$ cat config.mk
export PLATFORM = sky130hd
export DESIGN_NAME = bcd_updown_counter
export DESIGN_NICKNAME = d
export VERILOG_FILES = /design/src/rtl/bcd_pkg.sv /design/src/rtl/bcd_digit.sv /design/src/rtl/bcd_updown_counter.sv
export SDC_FILE = /design/constraint.sdc
export NUM_CORES = 1
export LEC_CHECK = 0
export BUFFER_PORTS_ARGS = -buffer_cell sky130_fd_sc_hd__buf_2
export CAP_MARGIN = 25
export CORE_ASPECT_RATIO = 0.8
export CORE_MARGIN = 1
export CORE_UTILIZATION = 50
export DETAILED_ROUTE_END_ITERATION = 12
export GPL_ROUTABILITY_DRIVEN = 0
export PLACE_DENSITY = 0.79
export SETUP_SLACK_MARGIN = 0.1
export SKIP_CTS_REPAIR_TIMING = 1
export SLEW_MARGIN = 5
export SYNTH_ARGS = -nofsm -noshare
export SYNTH_HDL_FRONTEND = slang
export SYNTH_SLANG_ARGS = --single-unit
$ cat constraint.sdc
create_clock -name CLK -period 2.4 [get_ports CLK]
set_clock_uncertainty 0.05 [all_clocks]
set_input_delay 0.12 -clock CLK [delete_from_list [all_inputs] [get_ports CLK]]
set_output_delay 0.12 -clock CLK [all_outputs]
set_load 0.01 [all_outputs]
$ cat src/rtl/bcd_pkg.sv
// bcd_pkg
// Types, constants and helpers for 8421 BCD decade logic. Imported by
// bcd_digit (one decade cell) and bcd_updown_counter (multi-digit top).
//   bcd_digit_t : one BCD digit, 4 bits
//   BCD_MAX     : largest legal digit value (9)
//   BCD_MIN     : smallest legal digit value (0)
//   is_bcd()    : 1 when a 4-bit value is a legal decimal digit
package bcd_pkg;

    typedef logic [3:0] bcd_digit_t;

    localparam bcd_digit_t BCD_MAX = 4'd9;
    localparam bcd_digit_t BCD_MIN = 4'd0;

    function automatic logic is_bcd(input bcd_digit_t digit);
        return (digit <= BCD_MAX);
    endfunction

endpackage

$ cat src/rtl/bcd_digit.sv
// bcd_digit
// A single 4-bit decade cell. It steps up (9 -> 0) or down (0 -> 9) when
// step is high. Clear and load take priority over step. A non-BCD load
// value is replaced by 0, so the cell never holds a code above 9.
// Ports:
//   CLK   in  : clock, rising edge
//   Reset in  : asynchronous active-high reset, forces q to 0
//   clr   in  : synchronous clear (highest synchronous priority)
//   load  in  : synchronous load of d
//   d     in  : load value (4 bits)
//   step  in  : advance by one in the direction given by up
//   up    in  : 1 = increment, 0 = decrement
//   q     out : current digit
//   is9   out : q == 9 (carry-propagate flag for higher digits)
//   is0   out : q == 0 (borrow-propagate flag for higher digits)
module bcd_digit
    import bcd_pkg::*;
(
    input  logic       CLK,
    input  logic       Reset,
    input  logic       clr,
    input  logic       load,
    input  bcd_digit_t d,
    input  logic       step,
    input  logic       up,
    output bcd_digit_t q,
    output logic       is9,
    output logic       is0
);

    bcd_digit_t q_q;
    bcd_digit_t q_d;

    always_comb begin
        q_d = q_q;
        if (clr) begin
            q_d = BCD_MIN;
        end else if (load) begin
            q_d = is_bcd(d) ? d : BCD_MIN;
        end else if (step) begin
            if (up) begin
                q_d = (q_q == BCD_MAX) ? BCD_MIN : q_q + 4'd1;
            end else begin
                q_d = (q_q == BCD_MIN) ? BCD_MAX : q_q - 4'd1;
            end
        end
    end

    always_ff @(posedge CLK or posedge Reset) begin
        if (Reset) begin
            q_q <= BCD_MIN;
        end else begin
            q_q <= q_d;
        end
    end

    assign q   = q_q;
    assign is9 = (q_q == BCD_MAX);
    assign is0 = (q_q == BCD_MIN);

endmodule

$ cat src/rtl/bcd_updown_counter.sv
// bcd_updown_counter
// Multi-digit synchronous 8421 BCD up/down counter. All digits share one
// clock. Carries and borrows ripple combinationally through the digits'
// is9/is0 flags, so every digit updates on the same edge.
// Parameters:
//   DIGITS : number of BCD digits (1..8), range 0 .. 10^DIGITS-1
// Ports:
//   CLK      in  : clock, rising edge
//   Reset    in  : asynchronous active-high reset
//   clr      in  : synchronous clear of Q, wrap and bad_load
//   load     in  : synchronous parallel load from din (wins over en)
//   en       in  : count enable
//   up       in  : direction, 1 = increment, 0 = decrement
//   din      in  : load value, digit i at [4i+3:4i]
//   Q        out : current count, same packing as din
//   tc       out : combinational terminal count, drives a cascaded en
//   wrap     out : sticky wrap-around flag
//   bad_load out : one-cycle flag after a load containing a non-BCD digit
module bcd_updown_counter
    import bcd_pkg::*;
#(
    parameter int DIGITS = 2
) (
    input  logic                  CLK,
    input  logic                  Reset,
    input  logic                  clr,
    input  logic                  load,
    input  logic                  en,
    input  logic                  up,
    input  logic [4*DIGITS-1:0]   din,
    output logic [4*DIGITS-1:0]   Q,
    output logic                  tc,
    output logic                  wrap,
    output logic                  bad_load
);

    // all9_below[i] / all0_below[i]: every digit below i is 9 / 0.
    // Index DIGITS covers the whole counter and feeds tc.
    logic [DIGITS:0]   all9_below;
    logic [DIGITS:0]   all0_below;
    logic [DIGITS-1:0] is9;
    logic [DIGITS-1:0] is0;
    logic [DIGITS-1:0] step;
    logic [DIGITS-1:0] digit_ok;

    logic wrap_q;
    logic wrap_d;
    logic bad_load_q;
    logic bad_load_d;

    assign all9_below[0] = 1'b1;
    assign all0_below[0] = 1'b1;

    generate
        for (genvar gi = 0; gi < DIGITS; gi++) begin : g_digit
            assign all9_below[gi+1] = all9_below[gi] & is9[gi];
            assign all0_below[gi+1] = all0_below[gi] & is0[gi];
            assign step[gi]         = en & (up ? all9_below[gi] : all0_below[gi]);
            assign digit_ok[gi]     = is_bcd(din[4*gi +: 4]);

            bcd_digit u_digit (
                .CLK   (CLK),
                .Reset (Reset),
                .clr   (clr),
                .load  (load),
                .d     (din[4*gi +: 4]),
                .step  (step[gi]),
                .up    (up),
                .q     (Q[4*gi +: 4]),
                .is9   (is9[gi]),
                .is0   (is0[gi])
            );
        end
    endgenerate

    assign tc = en & (up ? all9_below[DIGITS] : all0_below[DIGITS]);

    // tc already includes en, so with no clr/load a high tc means this edge
    // counts across the boundary.
    always_comb begin
        wrap_d = wrap_q;
        if (clr || load) begin
            wrap_d = 1'b0;
        end else if (tc) begin
            wrap_d = 1'b1;
        end
    end

    assign bad_load_d = ~clr & load & ~(&digit_ok);

    always_ff @(posedge CLK or posedge Reset) begin
        if (Reset) begin
            wrap_q     <= 1'b0;
            bad_load_q <= 1'b0;
        end else begin
            wrap_q     <= wrap_d;
            bad_load_q <= bad_load_d;
        end
    end

    assign wrap     = wrap_q;
    assign bad_load = bad_load_q;

endmodule

; ---- Word level (Yosys, flattened, before mapping)
; Cells that the tools add are included.
[op_classes]
add_sub_neg = 4
n_lt_le_gt_ge = 2
eq_ne = 2
mux = 18
bitwise_logic = 8
reduce_logical = 7
[op_table]
columns = cell, n
row1 = $mux 4, 14
row2 = $add 4x1->4 const B, 2
row3 = $eq 4x4->1 const B, 2
row4 = $le 4x4->1 const B, 2
row5 = $logic_not 4->1, 2
row6 = $sub 4x1->4 const B, 2
row7 = $and 1x1->1, 6
row8 = $reduce_bool 3->1, 2
row9 = $mux 1, 4
row10 = $not 1->1, 2
row11 = $reduce_and 2->1, 1
row12 = $reduce_bool 2->1, 1
row13 = $logic_or 1x1->1, 1
[totals]
register_bits = 10
input_bits = 14
out_inout_bits = 11
wordCells = 45

; ---- Longest topological paths before layout
; Gate-level depths: netlist (run 1).
[depth]
word_depth = 6
depth_mapped = 7
mapped_depth_nobuf = 7

; ---- Modules after synthesis
; From an unflattened synthesis (run 1), not the netlist that was laid out.
[unflattened]
hier_cells = 116
area_unflattened_um2 = 943.4
[by_module_without_submodules]
columns = mod, instances, cells_per_inst, area_each_um2, seq_area_each_um2
row1 = bcd_digit, 2, 51, 396.6, 100.1
row2 = bcd_updown_counter, 1, 14, 150.1, 50.0

; ---- Worst setup path after synthesis (run 1)
; No wires, ideal clock.
[synth_path]
path_kind = flip-flop to flip-flop
start = reg g_digit[0].u_digit.q_q[0]
end = reg g_digit[1].u_digit.q_q[3]
setup_ns = 0.136
arrival_ns = 1.758
required_time_ns = 2.214
slack_ns = 0.456
stages_incl_launch_ff = 7
n_path_buf = 0
synth_period_minus_slack_ns = 1.944
path_cell_list = dfrtp_1 inv_1 ha_1 or3b_1 a211o_1 o31ai_1 a21oi_1
[synth_via]
elab_chain_cells = 4
word_cells_on_any_way = 5
cone_classes = eq/ne (1) / mux (1) / bitwise (1) / reduce/logical (2)
[synth_lines]
columns = item, line
row1 = "start, declared", bcd_digit.sv:31  ; bcd_digit_t q_q;
row2 = "start signal, assigned", bcd_digit.sv:53  ; q_q <= q_d;
row3 = $eq 4x4->1 or $logic_not 4->1 (tied branches), "bcd_digit.sv:58, bcd_digit.sv:59"
row4 = $mux 1 (*), bcd_updown_counter.sv:58  ; assign step[gi] = en & (up ? all9_below[gi] : all0_below[gi]);
row5 = $and 1x1->1 (*), bcd_updown_counter.sv:58
row6 = $reduce_bool 3->1 (no line) (*), n/a
row7 = "end signal, assigned", bcd_digit.sv:53
row8 = "end, declared", bcd_digit.sv:31
; Every way passes the cells marked *; elsewhere a longest branch is shown, timed or not.
; A chain may end at the register's enable or synchronous reset.

; ---- Final worst setup path (run 1)
[layout_path]
start = reg g_digit[0].u_digit.q_q[0]
end = out tc
[layout_via]
elab_chain_cells = 4
word_cells_on_any_way = 6
cone_classes = eq/ne (1) / mux (1) / bitwise (3) / reduce/logical (1)
[layout_lines]
columns = item, line
row1 = $eq 4x4->1 or $logic_not 4->1 (tied branches), "bcd_digit.sv:58, bcd_digit.sv:59"
row2 = "$and 1x1->1, on equally long branches", "bcd_updown_counter.sv:56, bcd_updown_counter.sv:57"
row3 = $mux 1 (*), bcd_updown_counter.sv:76  ; assign tc = en & (up ? all9_below[DIGITS] : all0_below[DIGITS]);
row4 = $and 1x1->1 (*), bcd_updown_counter.sv:76
row5 = "end, declared", bcd_updown_counter.sv:32  ; output logic tc,
; Marks and branches as above.

==> metrics.cfg, run 1 <==
[worst_hold_path]
hold_class=in -> reg
holdPathStages=3
min_to=g_digit[1].u_digit.q[0]$_DFFE_PP0P_
hold_start=din[4]

[cts]
cts_made_buffers=3
htreeDepth=1
cts_tree=built
cts_root_buf=clkbuf_4
cts.sinks=10
clock_latency_ns=0.26
clock_path_buffers=2
clk_pin_slew_ns=0.06

[synth]
yosys_warnings=0
ys_seq_area_share_pct=26.18
synth_commonest_cells=nor2_1 (11), o21ai_0 (11), dfrtp_1 (10)
avgSynthCellArea_um2=8.033
synthCells=119
ys.flop_type=dfrtp_1
post-synth-top-area-cell=dfrtp_1
synth-edff-count=0
synth_area_leaders=dfrtp_1 (26%), ha_1 (10%), o21ai_0 (5.8%)
synth_top_area_share_pct=26.18
synthesis.nets=141
synth_area_um2=955.9
ys_ff_latch=10
synth_cell_types=41
async_flop_share_pct=100.0

[critical_path]
arrival_ns=2.01
worstPathMaxFanout=7
critPathCaptureType=primary output
reg2reg_to=g_digit[1].u_digit.q[3]$_DFFE_PP0P_
rr_worst_depth=6
worstSetupPathType=reg -> out
critPathLaunchType=register
rrSetupSlack_ns=0.26
required_ns=2.23
cp-startpoint=g_digit[0].u_digit.q[0]$_DFFE_PP0P_
r2r_start=g_digit[0].u_digit.q[0]$_DFFE_PP0P_

[routing]
ant_nets=0
routedWlPerCell_um=14.82
drc=0
drt-vias-per-instance=6.055
drt_wl_total_um=2431
via_count=993
dr.pass1.iters=4
drt-initial-drc-count=30

[grt]
grt.total_usage_pct=25.23
grt_pass1_wl_um=3801
antenna_found_initial=0
grt_start_max_net_pins=19
grt_pass1_vias=857
gr-total-overflow=0

[timing]
period_needed_ns=2.183
fmax_mhz=458.1
finalCritPeriodShare_pct=90.96
slew_violations=0
relSlewSlack_pct=73.24
finalHoldViolations=0
rsz0062_at_grt=false
setup_viol=0
finalSetupTns_ns=0
worst_pin_slew_ns=0.3913

[floorplanning]
rows=13
die-width_um=50.89
start_util_pct=55.97
die_y_um=41.11
ios=25
core-area_um2=1708
dieArea_um2=2092

[final_layout]
syn_to_final_growth_pct=15.84
nNetsFinal=166
drive_above_1_share_pct=23.94
num_antenna_cells=0
final-instance-count-excl-fill=164

[power]
ir_worst_vdd_v=0.0003178
p_leak_nw=0.5264
p_total_mw=0.4760
power_density_nw_per_um2=429.9

[outcome]
outcome=complete, no violations

[placed_design]
placed_cells=160
dp_hpwl_um=1861
portBuffers=24

[run]
cap_violations=0

metrics by stage:
step | worst slack, ns | hold WS [ns] | area (um2) | util, %
after global routing | 0.1087 | 0.08071 | 1107 | 64.84
after global placement | 0.4396 | 0.06372 | 1075 | 62.93
after detailed placement | 0.2990 | 0.07243 | 1075 | 62.93
after CTS | 0.2274 | -0.2111 | 1097 | 64.25
final | 0.2169 | 0.07742 | 1107 | 64.84
after floorplan | 0.4558 | -0.08982 | 955.9 | -
registers in the layout, indices dropped and copies added, names as in the netlist:
register / cells
wrap: 1
bad_load: 1
g_digit.u_digit.q: 8
logic make-up (layout without fill, tap and decap cells):
family,Yosys count,in the layout,synth area share (%)
xor+xnor,1,1,0.9164
compound gates,43,43,31.68
fa+ha+maj,8,8,10.47
buf+inv,13,36,6.152
flops,10,10,26.18
mux,1,1,1.178
simple gates,43,43,23.43
worst max-delay path by stage:
| stage | endpoint | slack (ns) |
|---|---|---|
| finish | tc | 0.22 |
| global route | tc | 0.11 |
| CTS | tc | 0.23 |
| detailed placement | g_digit[1].u_digit.q[3]$_DFFE_PP0P_ | 0.30 |
| global placement | g_digit[1].u_digit.q[3]$_DFFE_PP0P_ | 0.44 |
| floorplan | g_digit[1].u_digit.q[3]$_DFFE_PP0P_ | 0.46 |
cell usage in the layout (no fill, tap or decap), drive strengths merged, types with 2 or more instances in the layout:
master	count
a211o	3
dfrtp	10
a2111oi	2
o31ai	2
nand3b	2
or3b	2
and2	2
nand2b	5
o21ai	11
a221oi	2
clkbuf	3
nor2b	3
a21oi	8
a22oi	2
nand2	9
o21a	2
a31oi	2
buf	24
nand3	5
ha	8
inv	8
a21boi	2
nor2	11
power by group:
part           internal (mW)  switching (mW)  leakage, nW  total (mW)
Sequential             0.180          0.0201        0.133       0.200
Clock                 0.0580          0.0566       0.0138       0.115
Combinational         0.0690          0.0927        0.380       0.162
critical path, cell delays in order (launching register included):
cell and delay [ns]:
dfrtp_1 0.45, inv_1 0.14, ha_1 0.21, or3b_2 0.49
o22a_1 0.18, nor2_1 0.12, buf_2 0.15
routing by layer:
layer | share of wire (%) | global-route usage [%] | vias up
li1 | - | - | 478
met1 | 49 | 34.07 | 465
met2 | 44 | 43.33 | 44
met3 | 6.0 | 1.481 | 6
met4 | 1.1 | 10.42 | 0
met5 | 0 | 0 | -
layout make-up:
type | instances | area (um2)
multi-input combinational | 96 | 646.9
fill | 162 | 600.6
sequential | 10 | 250.2
timing repair buffer | 25 | 130.1
inverter | 8 | 30.03
tap | 22 | 27.53
clock buffer | 3 | 22.52
Note: power is estimated with default switching activity, not from simulation.
==> run 2: changes to the inputs <==
--- a/config.mk
+++ b/config.mk
@@ -9,10 +9,10 @@
 export CAP_MARGIN = 25
 export CORE_ASPECT_RATIO = 0.8
 export CORE_MARGIN = 1
-export CORE_UTILIZATION = 50
+export CORE_UTILIZATION = 30
 export DETAILED_ROUTE_END_ITERATION = 12
 export GPL_ROUTABILITY_DRIVEN = 0
-export PLACE_DENSITY = 0.79
+export PLACE_DENSITY = 0.53
 export SETUP_SLACK_MARGIN = 0.1
 export SKIP_CTS_REPAIR_TIMING = 1
 export SLEW_MARGIN = 5
==> run 2 against run 1 <==
Effect of this change:
- via count fell by 3.6%
- utilization shrank 25 points
- clock power is 81% higher
- count of clock-buffer cells in the layout rose by 1
- fmax is 2.3% higher
- non-clock buffer count is the same
- die area is 63% higher
- sequential power about the same
- wire length increased by 0.66%
- critical path depth stayed put
- global-route usage down 10 points
==> metrics.cfg, run 2 (synthesized netlist as in run 1, its figures left out) <==
[floorplanning]
rows=17  ; +4
ios=25  ; unchanged
dieArea_um2=3418  ; +63%
core-area_um2=2893  ; +69%
die-width_um=65.11  ; +28%
start_util_pct=33.04  ; -23 points
die_y_um=52.49  ; +28%

[worst_hold_path]
min_to=g_digit[1].u_digit.q[3]$_DFFE_PP0P_
holdPathStages=3  ; unchanged
hold_start=din[7]
hold_class=in -> reg

[cts]
cts.sinks=10  ; unchanged
clk_pin_slew_ns=0.05  ; about the same
clock_latency_ns=0.23  ; -0.03 ns
cts_tree=built
cts_made_buffers=3  ; unchanged
clock_path_buffers=2  ; unchanged
htreeDepth=1  ; unchanged
cts_root_buf=clkbuf_8

[power]
power_density_nw_per_um2=487.2  ; +13%
p_leak_nw=0.5414  ; +2.8%
combPwrFrac_pct=27.9  ; -6.1 points
internal_power_mw=0.3930  ; +28%
switching_power_mw=0.1721  ; +1.6%
ir_worst_vdd_v=0.0002744  ; -14%
p_clk_share_pct=36.8  ; +13 points
p_total_mw=0.5651  ; +19%
p_seq_share_pct=35.4  ; -6.5 points
swShare_pct=30.45  ; -5.1 points

[timing]
setup_viol=0  ; unchanged
finalCritPeriodShare_pct=88.96  ; -2.0 points
fmax_mhz=468.4  ; +2.3%
slew_violations=0  ; unchanged
finalHoldViolations=0  ; unchanged
period_needed_ns=2.135  ; -0.04819 ns
relSlewSlack_pct=64.98  ; -8.3 points
worst_pin_slew_ns=0.5120  ; +0.1207 ns
finalSetupTns_ns=0  ; unchanged
rsz0062_at_grt=false

[final_layout]
largest_reg_flops=8  ; unchanged
nNetsFinal=166  ; unchanged
layout_common_cells=buf_2 (24), nor2_1 (11), o21ai_0 (11)
fillers=315  ; +94%
drive_above_1_share_pct=24.48  ; +0.53 points
num_antenna_cells=0  ; unchanged
seqCellArea_um2=250.2  ; unchanged
syn_to_final_growth_pct=21.33
multi_input_area_um2=646.9  ; unchanged
final_common_cell=buf_2

[routing]
via_count=957  ; -3.6%
routedWlPerCell_um=13.52  ; -8.8%
dr.pass1.iters=4  ; unchanged
drt-vias-per-instance=5.287  ; -13%
ant_nets=0  ; unchanged
drc=0  ; unchanged
drt-initial-drc-count=42  ; +40%
drt_wl_total_um=2447  ; +0.66%

[grt]
grt_start_max_net_pins=19  ; unchanged
grt_pass1_vias=837  ; -2.3%
grt_most_used_layer=met1
met1_usage_pct=21.57  ; -12 points
gr-total-overflow=0  ; unchanged
antenna_found_initial=0  ; unchanged
gr-usage-met3_pct=5.217  ; +3.7 points
grtUsageMet2_pct=21.35  ; -22 points
grt.total_usage_pct=15.19  ; -10 points
grt_pass1_wl_um=3891  ; +2.4%

[outcome]
outcome=complete, no violations

[critical_path]
worstSetupPathType=reg -> out
r2r_start=g_digit[0].u_digit.q[0]$_DFFE_PP0P_
reg2reg_to=g_digit[1].u_digit.q[3]$_DFFE_PP0P_
worstPathMaxFanout=7  ; unchanged
arrival_ns=1.96  ; -0.05 ns
rrSetupSlack_ns=0.34  ; +0.08 ns
critPathCaptureType=primary output
rr_worst_depth=6  ; unchanged
required_ns=2.23  ; about the same
critPathLaunchType=register

[placed_design]
portBuffers=24  ; unchanged
dp_hpwl_um=1872  ; +0.58%

[run]
cap_violations=0  ; unchanged

-- run 2: changes by cell type in the layout (fill, tap and decap cells not counted), sizes merged --
cell    delta
clkbuf     +1
-- run 2: critical path: stages (launching register included) --
cell	delay [ns]
dfrtp_1	0.44
inv_1	0.14
ha_1	0.21
or3b_2	0.48
o22a_1	0.17
nor2_1	0.14
buf_2	0.16
-- run 2: how the worst max path moves through the flow --
stage / startpoint / endpoint / slack [ns] / depth (start not counted)
after floorplan: g_digit[0].u_digit.q[0]$_DFFE_PP0P_ / g_digit[1].u_digit.q[3]$_DFFE_PP0P_ / 0.46 / 6
after global placement: g_digit[0].u_digit.q[0]$_DFFE_PP0P_ / g_digit[1].u_digit.q[3]$_DFFE_PP0P_ / 0.42 / 6
after detailed placement: g_digit[0].u_digit.q[0]$_DFFE_PP0P_ / g_digit[1].u_digit.q[3]$_DFFE_PP0P_ / 0.36 / 6
after CTS: g_digit[0].u_digit.q[0]$_DFFE_PP0P_ / tc / 0.27 / 6
after global routing: g_digit[0].u_digit.q[0]$_DFFE_PP0P_ / tc / 0.15 / 6
final: g_digit[0].u_digit.q[0]$_DFFE_PP0P_ / tc / 0.27 / 6
-- run 2: layout make-up --
| class | instances | area share (%) |
|---|---|---|
| Timing Repair Buffer | 25 | 11.22 |
| Multi-Input combinational cell | 96 | 55.77 |
| Clock buffer | 4 | 4.747 |
| Tap cell | 38 | 4.099 |
| Inverter | 8 | 2.589 |
| Sequential cell | 10 | 21.58 |
-- run 2: power by group through the flow --
| stage | logic, mW | registers (mW) | clock network, mW |
|---|---|---|---|
| after floorplan | 0.106 | 0.203 | 0 |
| after global placement | 0.155 | 0.202 | 0 |
| after detailed placement | 0.155 | 0.202 | 0 |
| after CTS | 0.156 | 0.200 | 0.216 |
| after global routing | 0.176 | 0.202 | 0.226 |
| final | 0.158 | 0.200 | 0.208 |
-- run 2: routing by layer --
metal	share of wire (%)	vias up
met5	0	-
met4	0.86	0
met3	8.3	2
met2	40	40
met1	51	437
li1	-	478
-- run 2: through the flow --
| step | instances | worst slack, ns | hold WS (ns) | cell area (um2) | utilization [%] |
|---|---|---|---|---|---|
| after detailed placement | 176 | 0.3608 | 0.08432 | 1095 | 37.85 |
| after global placement | 176 | 0.4236 | 0.07971 | 1095 | 37.85 |
| final | 181 | 0.2651 | 0.1209 | 1160 | 40.10 |
| after floorplan | 119 | 0.4558 | -0.08982 | 955.9 | - |
| after global routing | 181 | 0.1491 | 0.1173 | 1160 | 40.10 |
| after CTS | 180 | 0.2666 | -0.1681 | 1150 | 39.75 |
